[src/rtl/vend_pkg.sv]
`timescale 1ns/1ps
// vend_pkg: shared encodings for the vending transaction controller.
// Holds the state enum, coin codes and values, the price table, and the coin helper functions.
package vend_pkg;

  typedef enum logic [2:0] {
    ST_IDLE,
    ST_SELECT,
    ST_PAY,
    ST_VEND,
    ST_CHANGE
  } state_e;

  localparam int N_GOODS = 12;

  localparam logic [1:0] COIN_NONE = 2'd0;
  localparam logic [1:0] COIN_HALF = 2'd1;
  localparam logic [1:0] COIN_ONE  = 2'd2;
  localparam logic [1:0] COIN_FIVE = 2'd3;

  localparam logic [7:0] VAL_HALF = 8'd1;
  localparam logic [7:0] VAL_ONE  = 8'd2;
  localparam logic [7:0] VAL_FIVE = 8'd10;

  // Prices in half-yuan units, indexed by goods_index.
  localparam logic [7:0] PRICE [1:N_GOODS] = '{
    8'd3, 8'd4, 8'd5, 8'd6, 8'd7, 8'd8, 8'd10, 8'd12, 8'd14, 8'd16, 8'd20, 8'd30
  };

  function automatic logic [7:0] coin_value(input logic [1:0] code);
    case (code)
      COIN_HALF: coin_value = VAL_HALF;
      COIN_ONE:  coin_value = VAL_ONE;
      COIN_FIVE: coin_value = VAL_FIVE;
      default:   coin_value = 8'd0;
    endcase
  endfunction

  function automatic logic [7:0] price_of(input logic [3:0] idx);
    price_of = 8'd0;
    for (int i = 1; i <= N_GOODS; i++) begin
      if (idx == 4'(i)) price_of = PRICE[i];
    end
  endfunction

  // Largest coin that does not exceed the remaining credit.
  function automatic logic [1:0] change_pick(input logic [7:0] credit);
    if (credit >= VAL_FIVE)     change_pick = COIN_FIVE;
    else if (credit >= VAL_ONE) change_pick = COIN_ONE;
    else                        change_pick = COIN_HALF;
  endfunction

endpackage

[src/rtl/vend_if.sv]
`timescale 1ns/1ps
// vend_if: key/coin inputs, display outputs and the vend/change handshakes of vend_ctrl.
// master = front end / dispenser side, slave = the controller.
interface vend_if;
  logic       key_next;
  logic       key_prev;
  logic       key_ok;
  logic       key_cancel;
  logic       coin_valid;
  logic [1:0] coin_type;
  logic       coin_reject;
  logic [3:0] goods_index;
  logic [6:0] money;
  logic       point_flag;
  logic [1:0] money_flag;
  logic       vend_valid;
  logic       vend_ready;
  logic [3:0] vend_index;
  logic       change_valid;
  logic       change_ready;
  logic [1:0] change_coin;
  logic       busy;

  modport master (
    output key_next, key_prev, key_ok, key_cancel, coin_valid, coin_type,
           vend_ready, change_ready,
    input  coin_reject, goods_index, money, point_flag, money_flag,
           vend_valid, vend_index, change_valid, change_coin, busy
  );

  modport slave (
    input  key_next, key_prev, key_ok, key_cancel, coin_valid, coin_type,
           vend_ready, change_ready,
    output coin_reject, goods_index, money, point_flag, money_flag,
           vend_valid, vend_index, change_valid, change_coin, busy
  );
endinterface

[src/rtl/vend_timer.sv]
`timescale 1ns/1ps
// vend_timer: restartable inactivity counter; expire_o is high on the cycle the
// count reaches TIMEOUT_CYC-1 while running. Cleared whenever not running.
module vend_timer #(
  parameter int unsigned TIMEOUT_CYC = 1_500_000_000
) (
  input  logic clk,
  input  logic rstn,
  input  logic run_i,
  input  logic restart_i,
  output logic expire_o
);
  localparam int CNT_W = (TIMEOUT_CYC > 2) ? $clog2(TIMEOUT_CYC) : 1;

  logic [CNT_W-1:0] cnt_q;

  assign expire_o = run_i && (cnt_q == CNT_W'(TIMEOUT_CYC - 1));

  always_ff @(posedge clk or negedge rstn) begin
    if (!rstn) begin
      cnt_q <= '0;
    end else if (!run_i || restart_i || expire_o) begin
      cnt_q <= '0;
    end else begin
      cnt_q <= cnt_q + 1'b1;
    end
  end
endmodule

[src/rtl/vend_ctrl.sv]
`timescale 1ns/1ps
// vend_ctrl: selection / payment / vend / change sequencer for the vending display path.
// Define VEND_TIMEOUT_EN to add an inactivity auto-cancel in SELECT and PAY.
module vend_ctrl #(
  parameter int unsigned TIMEOUT_CYC = 1_500_000_000,
  parameter int unsigned CREDIT_MAX  = 199
) (
  input logic clk,
  input logic rstn,
  vend_if.slave bus
);
  import vend_pkg::*;

  if (CREDIT_MAX > 255 || TIMEOUT_CYC < 2) begin : g_bad_cfg
    $error("vend_ctrl: CREDIT_MAX must fit 8 bits and TIMEOUT_CYC must be at least 2");
  end

  state_e     state_q;
  logic [3:0] idx_q, vend_index_q;
  logic [7:0] credit_q;
  logic [1:0] money_flag_q, change_coin_q;
  logic       coin_reject_q, vend_valid_q, change_valid_q, busy_q;

  logic [7:0] coin_v, credit_new, price, chg_v, credit_chg, credit_vend;
  logic [8:0] credit_sum;
  logic       in_pay_sel, coin_ok, cancel, timeout;

  always_comb begin
    coin_v      = coin_value(bus.coin_type);
    credit_sum  = {1'b0, credit_q} + {1'b0, coin_v};
    in_pay_sel  = (state_q == ST_SELECT) || (state_q == ST_PAY);
    coin_ok     = bus.coin_valid && (coin_v != 8'd0) && in_pay_sel &&
                  (credit_sum <= 9'(CREDIT_MAX));
    credit_new  = coin_ok ? credit_sum[7:0] : credit_q;
    price       = price_of(idx_q);
    credit_vend = credit_q - price;
    chg_v       = coin_value(change_coin_q);
    credit_chg  = credit_q - chg_v;
    cancel      = bus.key_cancel || timeout;
  end

`ifdef VEND_TIMEOUT_EN
  logic any_evt;
  assign any_evt = bus.key_next || bus.key_prev || bus.key_ok || bus.key_cancel || bus.coin_valid;

  vend_timer #(.TIMEOUT_CYC(TIMEOUT_CYC)) u_timer (
    .clk       (clk),
    .rstn      (rstn),
    .run_i     (in_pay_sel),
    .restart_i (any_evt),
    .expire_o  (timeout)
  );
`else
  assign timeout = 1'b0;
`endif

  always_ff @(posedge clk or negedge rstn) begin
    if (!rstn) begin
      state_q        <= ST_IDLE;
      idx_q          <= 4'd0;
      credit_q       <= 8'd0;
      money_flag_q   <= COIN_NONE;
      coin_reject_q  <= 1'b0;
      vend_valid_q   <= 1'b0;
      vend_index_q   <= 4'd0;
      change_valid_q <= 1'b0;
      change_coin_q  <= COIN_NONE;
      busy_q         <= 1'b0;
    end else begin
      coin_reject_q <= bus.coin_valid && !coin_ok;
      if (coin_ok) begin
        credit_q     <= credit_new;
        money_flag_q <= bus.coin_type;
      end

      case (state_q)
        ST_IDLE: begin
          if (bus.key_next) begin
            state_q <= ST_SELECT;
            idx_q   <= 4'd1;
            busy_q  <= 1'b1;
          end else if (bus.key_prev) begin
            state_q <= ST_SELECT;
            idx_q   <= 4'(N_GOODS);
            busy_q  <= 1'b1;
          end
        end

        ST_SELECT, ST_PAY: begin
          // Cancel outranks everything, including a coin that reaches the price.
          if (cancel) begin
            if (credit_new == 8'd0) begin
              state_q      <= ST_IDLE;
              idx_q        <= 4'd0;
              money_flag_q <= COIN_NONE;
              busy_q       <= 1'b0;
            end else begin
              state_q <= ST_CHANGE;
            end
          end else if (state_q == ST_SELECT) begin
            if (bus.key_ok) begin
              state_q <= ST_PAY;
            end else if (bus.key_next && !bus.key_prev) begin
              idx_q <= (idx_q == 4'(N_GOODS)) ? 4'd1 : idx_q + 4'd1;
            end else if (bus.key_prev && !bus.key_next) begin
              idx_q <= (idx_q == 4'd1) ? 4'(N_GOODS) : idx_q - 4'd1;
            end
          end else if (credit_new >= price) begin
            state_q <= ST_VEND;
          end
        end

        ST_VEND: begin
          if (vend_valid_q && bus.vend_ready) begin
            vend_valid_q <= 1'b0;
            credit_q     <= credit_vend;
            if (credit_vend == 8'd0) begin
              state_q      <= ST_IDLE;
              idx_q        <= 4'd0;
              money_flag_q <= COIN_NONE;
              busy_q       <= 1'b0;
            end else begin
              state_q <= ST_CHANGE;
            end
          end else begin
            vend_valid_q <= 1'b1;
            vend_index_q <= idx_q;
          end
        end

        ST_CHANGE: begin
          // Valid drops for one cycle after every beat, so beats are at most every other cycle.
          if (change_valid_q && bus.change_ready) begin
            change_valid_q <= 1'b0;
            credit_q       <= credit_chg;
            if (credit_chg == 8'd0) begin
              state_q       <= ST_IDLE;
              idx_q         <= 4'd0;
              money_flag_q  <= COIN_NONE;
              change_coin_q <= COIN_NONE;
              busy_q        <= 1'b0;
            end else begin
              change_coin_q <= change_pick(credit_chg);
              money_flag_q  <= change_pick(credit_chg);
            end
          end else if (!change_valid_q) begin
            change_valid_q <= 1'b1;
            change_coin_q  <= change_pick(credit_q);
            money_flag_q   <= change_pick(credit_q);
          end
        end

        default: begin
          state_q <= ST_IDLE;
          busy_q  <= 1'b0;
        end
      endcase
    end
  end

  assign bus.coin_reject  = coin_reject_q;
  assign bus.goods_index  = idx_q;
  assign bus.money        = credit_q[7:1];
  assign bus.point_flag   = credit_q[0];
  assign bus.money_flag   = money_flag_q;
  assign bus.vend_valid   = vend_valid_q;
  assign bus.vend_index   = vend_index_q;
  assign bus.change_valid = change_valid_q;
  assign bus.change_coin  = change_coin_q;
  assign bus.busy         = busy_q;
endmodule

[src/flat_wrapper.sv]
// flat-port wrapper written by rule: the top's interface ports become plain ports
module vend_ctrl_flat import vend_pkg::*;
#(
  parameter int unsigned TIMEOUT_CYC = 1_500_000_000,
  parameter int unsigned CREDIT_MAX  = 199
)
  (clk, rstn, bus_key_next, bus_key_prev, bus_key_ok, bus_key_cancel, bus_coin_valid, bus_coin_type, bus_vend_ready, bus_change_ready, bus_coin_reject, bus_goods_index, bus_money, bus_point_flag, bus_money_flag, bus_vend_valid, bus_vend_index, bus_change_valid, bus_change_coin, bus_busy);
  vend_if bus_i ();
  input logic clk;
  input logic rstn;
  input wire logic [$bits(bus_i.key_next)-1:0] bus_key_next;
  input wire logic [$bits(bus_i.key_prev)-1:0] bus_key_prev;
  input wire logic [$bits(bus_i.key_ok)-1:0] bus_key_ok;
  input wire logic [$bits(bus_i.key_cancel)-1:0] bus_key_cancel;
  input wire logic [$bits(bus_i.coin_valid)-1:0] bus_coin_valid;
  input wire logic [$bits(bus_i.coin_type)-1:0] bus_coin_type;
  input wire logic [$bits(bus_i.vend_ready)-1:0] bus_vend_ready;
  input wire logic [$bits(bus_i.change_ready)-1:0] bus_change_ready;
  output wire logic [$bits(bus_i.coin_reject)-1:0] bus_coin_reject;
  output wire logic [$bits(bus_i.goods_index)-1:0] bus_goods_index;
  output wire logic [$bits(bus_i.money)-1:0] bus_money;
  output wire logic [$bits(bus_i.point_flag)-1:0] bus_point_flag;
  output wire logic [$bits(bus_i.money_flag)-1:0] bus_money_flag;
  output wire logic [$bits(bus_i.vend_valid)-1:0] bus_vend_valid;
  output wire logic [$bits(bus_i.vend_index)-1:0] bus_vend_index;
  output wire logic [$bits(bus_i.change_valid)-1:0] bus_change_valid;
  output wire logic [$bits(bus_i.change_coin)-1:0] bus_change_coin;
  output wire logic [$bits(bus_i.busy)-1:0] bus_busy;
  assign bus_i.key_next = bus_key_next;
  assign bus_i.key_prev = bus_key_prev;
  assign bus_i.key_ok = bus_key_ok;
  assign bus_i.key_cancel = bus_key_cancel;
  assign bus_i.coin_valid = bus_coin_valid;
  assign bus_i.coin_type = bus_coin_type;
  assign bus_i.vend_ready = bus_vend_ready;
  assign bus_i.change_ready = bus_change_ready;
  assign bus_coin_reject = bus_i.coin_reject;
  assign bus_goods_index = bus_i.goods_index;
  assign bus_money = bus_i.money;
  assign bus_point_flag = bus_i.point_flag;
  assign bus_money_flag = bus_i.money_flag;
  assign bus_vend_valid = bus_i.vend_valid;
  assign bus_vend_index = bus_i.vend_index;
  assign bus_change_valid = bus_i.change_valid;
  assign bus_change_coin = bus_i.change_coin;
  assign bus_busy = bus_i.busy;
  vend_ctrl #(.TIMEOUT_CYC(TIMEOUT_CYC), .CREDIT_MAX(CREDIT_MAX)) u_core (.clk(clk), .rstn(rstn), .bus(bus_i));
endmodule
[config.mk]
export PLATFORM = sky130hd
export DESIGN_NAME = vend_ctrl_flat
export DESIGN_NICKNAME = d
export VERILOG_FILES = /design/src/rtl/vend_pkg.sv /design/src/rtl/vend_if.sv /design/src/rtl/vend_timer.sv /design/src/rtl/vend_ctrl.sv /design/src/flat_wrapper.sv
export SDC_FILE = /design/constraint.sdc
export NUM_CORES = 1
export LEC_CHECK = 0
export CAP_MARGIN = 20
export CORE_AREA = 3 3 105 107
export DETAILED_ROUTE_END_ITERATION = 6
export DIE_AREA = 0 0 108 110
export SLEW_MARGIN = 20
export SYNTH_ARGS = -nofsm -noshare
export SYNTH_HDL_FRONTEND = slang
export SYNTH_SLANG_ARGS = --single-unit
[constraint.sdc]
create_clock -name clk -period 5.3 [get_ports clk]
set_input_delay 1.325 -clock clk [delete_from_list [all_inputs] [get_ports clk]]
set_output_delay 1.325 -clock clk [all_outputs]
set_load 0.01 [all_outputs]
# Yosys cells after proc, flatten, opt, wreduce, memory -nomap -nowiden
# Index checks and enable logic that the tools add are counted.
[classes]
add_sub_neg = 5
bitwise_logic = 1
muxes = 72
reduce_logical = 24
eq_ne = 36
order_cmp = 6
[ops]
columns = ["operator", "n"]
rows = [
  ["two-way mux 4 bit", 18],
  ["two-way mux 3 bit", 15],
  ["two-way mux 8 bit", 4],
  ["two-way mux 2 bit", 15],
  ["zero test 8 bit", 3],
  ["case mux 4 bit (3 select lines)", 2],
  ["equality test 4 bit (second input constant)", 5],
  ["equality test 4 x 3 -> 1 bit (second input constant)", 4],
  [">= comparator 8 x 2 -> 1 bit (second input constant)", 2],
  [">= comparator 8 x 4 -> 1 bit (second input constant)", 2],
  ["case mux 4 bit (4 select lines)", 1],
  ["case mux 8 bit (2 select lines)", 1],
  ["two-way mux 5 bit", 3],
  ["case mux 3 bit (4 select lines)", 1],
  ["two-way mux 1 bit", 10],
  ["!= test 2 x 1 -> 1 bit (second input constant)", 5],
  ["AND reduction 10 bit", 1],
  ["adder 8 x 4 -> 9 bit", 1],
  ["<= comparator 9 x 8 -> 1 bit (second input constant)", 1],
  ["equality test 2 bit (second input constant)", 4],
  ["equality test 4 x 2 -> 1 bit (second input constant)", 2],
  [">= comparator 8 x 5 -> 1 bit", 1],
  ["logical AND 1 bit", 8],
  ["!= test 4 x 2 -> 1 bit (second input constant)", 2],
  ["other kinds (25)", 33],
]
[word_totals]
word_cells = 154
input_bits = 11
register_bits = 27
output_inout_bits = 24

# Longest topological paths before layout
# Gate-level depths: netlist of the first run.
[depth]
ltp_word = 18
mapped_depth = 21
depth_no_buf = 19

# Worst setup path after synthesis of the first run
# No wires, ideal clock.
[synth_path]
path_type = "in2reg"
startpoint = "input port bus_coin_type[0]"
endpoint = "register u_core.state_q[0]"
slack_ns = -0.453
required_time_ns = 5.169
setup_time_ns = 0.131
path_stages = 21
arrival_time_ns = 5.622
path_cell_list = "nor2b_1 > ha_1 > inv_1 > fa_1 > and3b_2 > o211ai_2 > a2111o_1 > a221oi_4 > or2_1 > buf_2 > buf_2 > mux2i_1 > ha_1 > nand2b_1 > a21oi_1 > a21boi_0 > o311a_1 > o41ai_1 > a211o_1 > a2111oi_2 > or3_1"
[synth_between]
elab_chain_cells = 10
word_cells_on_any_way = 14
cone_classes = "add/sub: 1; order compare: 2; eq/ne: 4; mux: 2; reduce/logical: 5"
[synth_rtl]
columns = ["element", "line_no", "rtl"]
rows = [
  ["start, declared", "flat_wrapper.sv:16", "input wire logic [$bits(bus_i.coin_type)-1:0] bus_coin_type;"],
  ["equality test 2 bit or equality test 2 x 1 -> 1 bit (tied branches)", "vend_pkg.sv:31", "case (code)"],
  ["case mux 4 bit (3 select lines) (*)", "vend_pkg.sv:31", ""],
  ["parallel branches: the longest is 4 deep, another holds adder 8 x 4 -> 9 bit", "--", ""],
  ["two-way mux 8 bit (*)", "vend_ctrl.sv:34", "credit_new = coin_ok ? credit_sum[7:0] : credit_q;"],
  [">= comparator 8 x 5 -> 1 bit (*)", "vend_ctrl.sv:108", "end else if (credit_new >= price) begin"],
  ["!= test 4 x 2 -> 1 bit (no line) (*)", "--", ""],
  ["AND reduction 6 bit (no line) (*)", "--", ""],
  ["end signal, assigned", "vend_ctrl.sv:109", "state_q <= ST_VEND;"],
  ["end signal, assigned", "vend_ctrl.sv:118", "state_q <= ST_IDLE;"],
  ["end signal, assigned", "vend_ctrl.sv:123", "state_q <= ST_CHANGE;"],
  ["end, declared", "vend_ctrl.sv:18", "state_e state_q;"],
]
# Every way passes the cells marked *.
# A chain may end at the register's enable or synchronous reset.

# Worst setup path after layout of the first run
# Ends and elaborated chain as after synthesis.

==> results of run 1 <==
worst max-delay path, stage by stage:
cell and delay (ns):
clkbuf_2 0.09, nor2b_4 0.15, ha_4 0.14, inv_2 0.03, fa_2 0.32, and3b_2 0.26, o211ai_2 0.10, a2111o_1 0.40
a221oi_4 0.31, or2_4 0.18, mux2i_2 0.24, ha_1 0.26, nand2b_4 0.15, a21oi_4 0.14, a21boi_2 0.08, o311a_1 0.15
o41ai_2 0.35, a211o_1 0.22, a2111oi_2 0.05, or3_1 0.32
layer usage:
| layer | track usage | vias up | part of all wire |
|---|---|---|---|
| met5 | 0 | - | 0 |
| li1 | - | 1600 | - |
| met1 | 0.247 | 1544 | 0.47 |
| met3 | 0.0285 | 8 | 0.066 |
| met4 | 0.0180 | 0 | 0.0070 |
| met2 | 0.298 | 84 | 0.46 |
final cells by class:
class                   instances  area (sq um)  share of cell area
well taps                     136           170              0.0443
inverters                      18          67.6              0.0176
clock inverters                 1          7.51             0.00196
clock buffers                   3          41.3              0.0108
repair buffers                 71           608               0.158
multi-input cells             338          2270               0.591
flip-flops and latches         27           676               0.176
path summary, 6_finish.rpt:
path | startpoint | end | slack (ns)
min in group asynchronous | rstn | u_core.bus.vend_index[1] | 1.42
setup / recovery | bus_coin_type[0] | u_core.state_q[0] | 0.18
hold reg to reg | u_core.bus.vend_index[0] | u_core.bus.vend_index[0] | 0.49
setup reg to reg | u_core.bus.goods_index[0] | u_core.bus.goods_index[3] | 0.89
max in group asynchronous | rstn | u_core.credit_q[4] | 3.61
hold / removal | u_core.bus.vend_index[0] | u_core.bus.vend_index[0] | 0.49
report_power, final:
part	switching, mW	internal [mW]	leakage [nW]
sequential	0.176	0.294	0.337
clock	0.0737	0.0536	0.0217
combinational	1.14	0.965	1.21
total	1.38	1.31	1.57
state kept, by name, summed over array words and instances, names as in the netlist, 2 cells and up:
register and flops:
u_core.bus.vend_index 4, u_core.bus.change_coin 2, u_core.credit_q 8, u_core.bus.goods_index 4, u_core.state_q 3, u_core.bus.money_flag 2
kinds of logic (layout without fill, tap and decap cells):
kind of cell / Yosys count / in the layout / synth area share
AOI/OAI and AO/OA: 139 / 139 / 0.303
buffers and inverters: 42 / 93 / 0.0568
adders and majority gates: 22 / 22 / 0.0951
and+or+nand+nor: 156 / 156 / 0.259
xor gates and xnor gates: 15 / 15 / 0.0432
DFF: 27 / 27 / 0.222
muxes: 6 / 6 / 0.0210
placed cells by master, fill, tap and decap left out, types with 3 or more instances in the layout:
| cell | synthesis | layout |
|---|---|---|
| nor2_1 | 33 | 33 |
| buf_4 | 1 | 37 |
| o21a_1 | 6 | 6 |
| nor2b_1 | 7 | 6 |
| dfrtp_1 | 27 | 27 |
| inv_1 | 18 | 17 |
| nor4_1 | 5 | 5 |
| clkbuf_8 | 0 | 3 |
| o31a_1 | 3 | 3 |
| nand2_1 | 41 | 41 |
| a211oi_1 | 3 | 3 |
| clkdlybuf4s50_1 | 0 | 32 |
| o21ai_0 | 35 | 34 |
| a21oi_1 | 34 | 33 |
| and3_1 | 3 | 3 |
| and2_1 | 5 | 5 |
| a31oi_1 | 5 | 5 |
| or4_1 | 3 | 3 |
| o22ai_1 | 8 | 8 |
| nor3_1 | 17 | 17 |
| a221oi_1 | 3 | 3 |
| o31ai_1 | 4 | 4 |
| xor2_1 | 4 | 4 |
| nand3b_1 | 3 | 3 |
| nand3_1 | 14 | 14 |
| a211o_1 | 3 | 3 |
| a41oi_1 | 3 | 3 |
| xnor2_1 | 11 | 11 |
| nand2b_1 | 7 | 6 |
| or2_2 | 4 | 4 |
| a21o_1 | 4 | 4 |
| mux2_1 | 3 | 3 |
| a31o_2 | 4 | 4 |
| ha_1 | 19 | 18 |
| o21ai_1 | 3 | 3 |
what timing repair did:
action / 4_1_cts / 5_1_grt
endpoints found under the setup margin: 3 / 3
resized for setup: 10 / 7
pin swaps: 10 / 12
setup buffers: 5 / 2
==> summary.txt, run 1 <==
status -> completed
Final HPWL DP -> 8.27 mm
fin crit share -> 0.966
routability cong. -> 0.934
# DRC -> 0
DR iter-0 viols -> 181
Post-synth EDFFs -> 0
cells after synthesis -> 407
nature of the critical path endpoint -> flip-flop
Worst Hold Slack -> 0.492 ns
power per cell area -> 703 mW/mm^2
DIE AREA -> 0.0119 sq mm
sequential element share of the synthesized area -> 0.222
CP max FO -> 3
worst-margin pin slew -> 0.827 ns
ratio of cells with drive above 1 in the final layout -> 0.155
Antenna diodes -> 0
Post-Syn Nets -> 439
most frequent cell after synthesis -> nand2_1
clock latency on the worst-skew pair -> 0.28 ns
fillers -> 1071
Inserted Clock Buffers -> 3
chip width -> 108 um
Async SR Flop Fraction -> 1.00
Slew Limit Fails -> 0
vias in the first global route -> 3165
commonest cells in the netlist -> 41 x nand2_1, 35 x o21ai_0, 34 x a21oi_1
NumNets Final -> 491
overflow left after global routing -> 0
GRT Util Overall -> 0.176
mapped cell area -> 0.00304 sq mm
Synth top area share -> 0.222
Cells after DPL -> 583
Rows -> 37
Initial Util -> 0.297
Setup Viol. Count Final -> 0
Root Buffer -> clkbuf_8
Worst Setup Start Kind -> primary input
setup TNS -> 0 ns
DP Worst Slack -> -0.590 ns
total number of vias -> 3236
maxcap violations -> 0
Placed Area -> 0.00369 sq mm
min Tclk post-route -> 5.12 ns
worst setup margin -> 0.179 ns
Netlist cell types -> 67
Reg2Reg Depth -> 14
WL final -> 10.4 mm
dominant synthesized flop cell -> dfrtp_1
vias per cell -> 5.45
DRT Pass-1 Iters -> 4
Arr. time, crit path -> 5.29 ns
PortBufs -> 34
RSZ-0062 raised after global routing -> no
synthesis-stage register bit count -> 27
Clock Sinks -> 27
design area -> 0.00384 sq mm
non-filler cells in the finished layout -> 594
Area contributors post-synth -> dfrtp_1 22%, ha_1 7.8%, o21ai_0 5.8%, a21oi_1 5.6%, nand2_1 5.1%
Fin. Hold Viols -> 0
Ys Warns -> 0
Mapped Avg Cell Area -> 7.47 sq um
static leakage -> 1.57 nW
final core utilization -> 0.375
WL/cell -> 17.5 um
VDD IR-drop max -> 0.000221 V
Worst Skew -> 0.00242 ns
critical path required time -> 5.47 ns
Die Span Y -> 110 um
htree depth -> 1
slew margin rel. -> 0.443
I/O pins -> 35
largest net degree at the start of global routing -> 28
fmax -> 195 MHz
clock slew at reported path FFs -> 0.10 ns
PnR Total Power -> 2.70 mW
worst min path class -> flip-flop to flip-flop
area grow syn2layout -> 26.3%
# hold bufs at CTS -> 0
area leader, netlist -> dfrtp_1
global-route wire length before repair -> 16.6 mm
worst hold stages -> 2
Crit Path Class -> primary input to flip-flop
CORE AREA -> 0.0102 sq mm
deepest clock path buffer count -> 2
antenna viol nets, final -> 0
initial antenna violation count -> 0
CTS tree -> built
Note: power is estimated with default switching activity, not from simulation.
==> inputs of run 2 (changes only) <==
--- a/config.mk
+++ b/config.mk
@@ -5,7 +5,6 @@
 export SDC_FILE = /design/constraint.sdc
 export NUM_CORES = 1
 export LEC_CHECK = 0
-export CAP_MARGIN = 20
 export CORE_AREA = 3 3 105 107
 export DETAILED_ROUTE_END_ITERATION = 6
 export DIE_AREA = 0 0 108 110
==> results of run 2 <==
No change in the layout: final DEF, timing and power equal those of run 1.
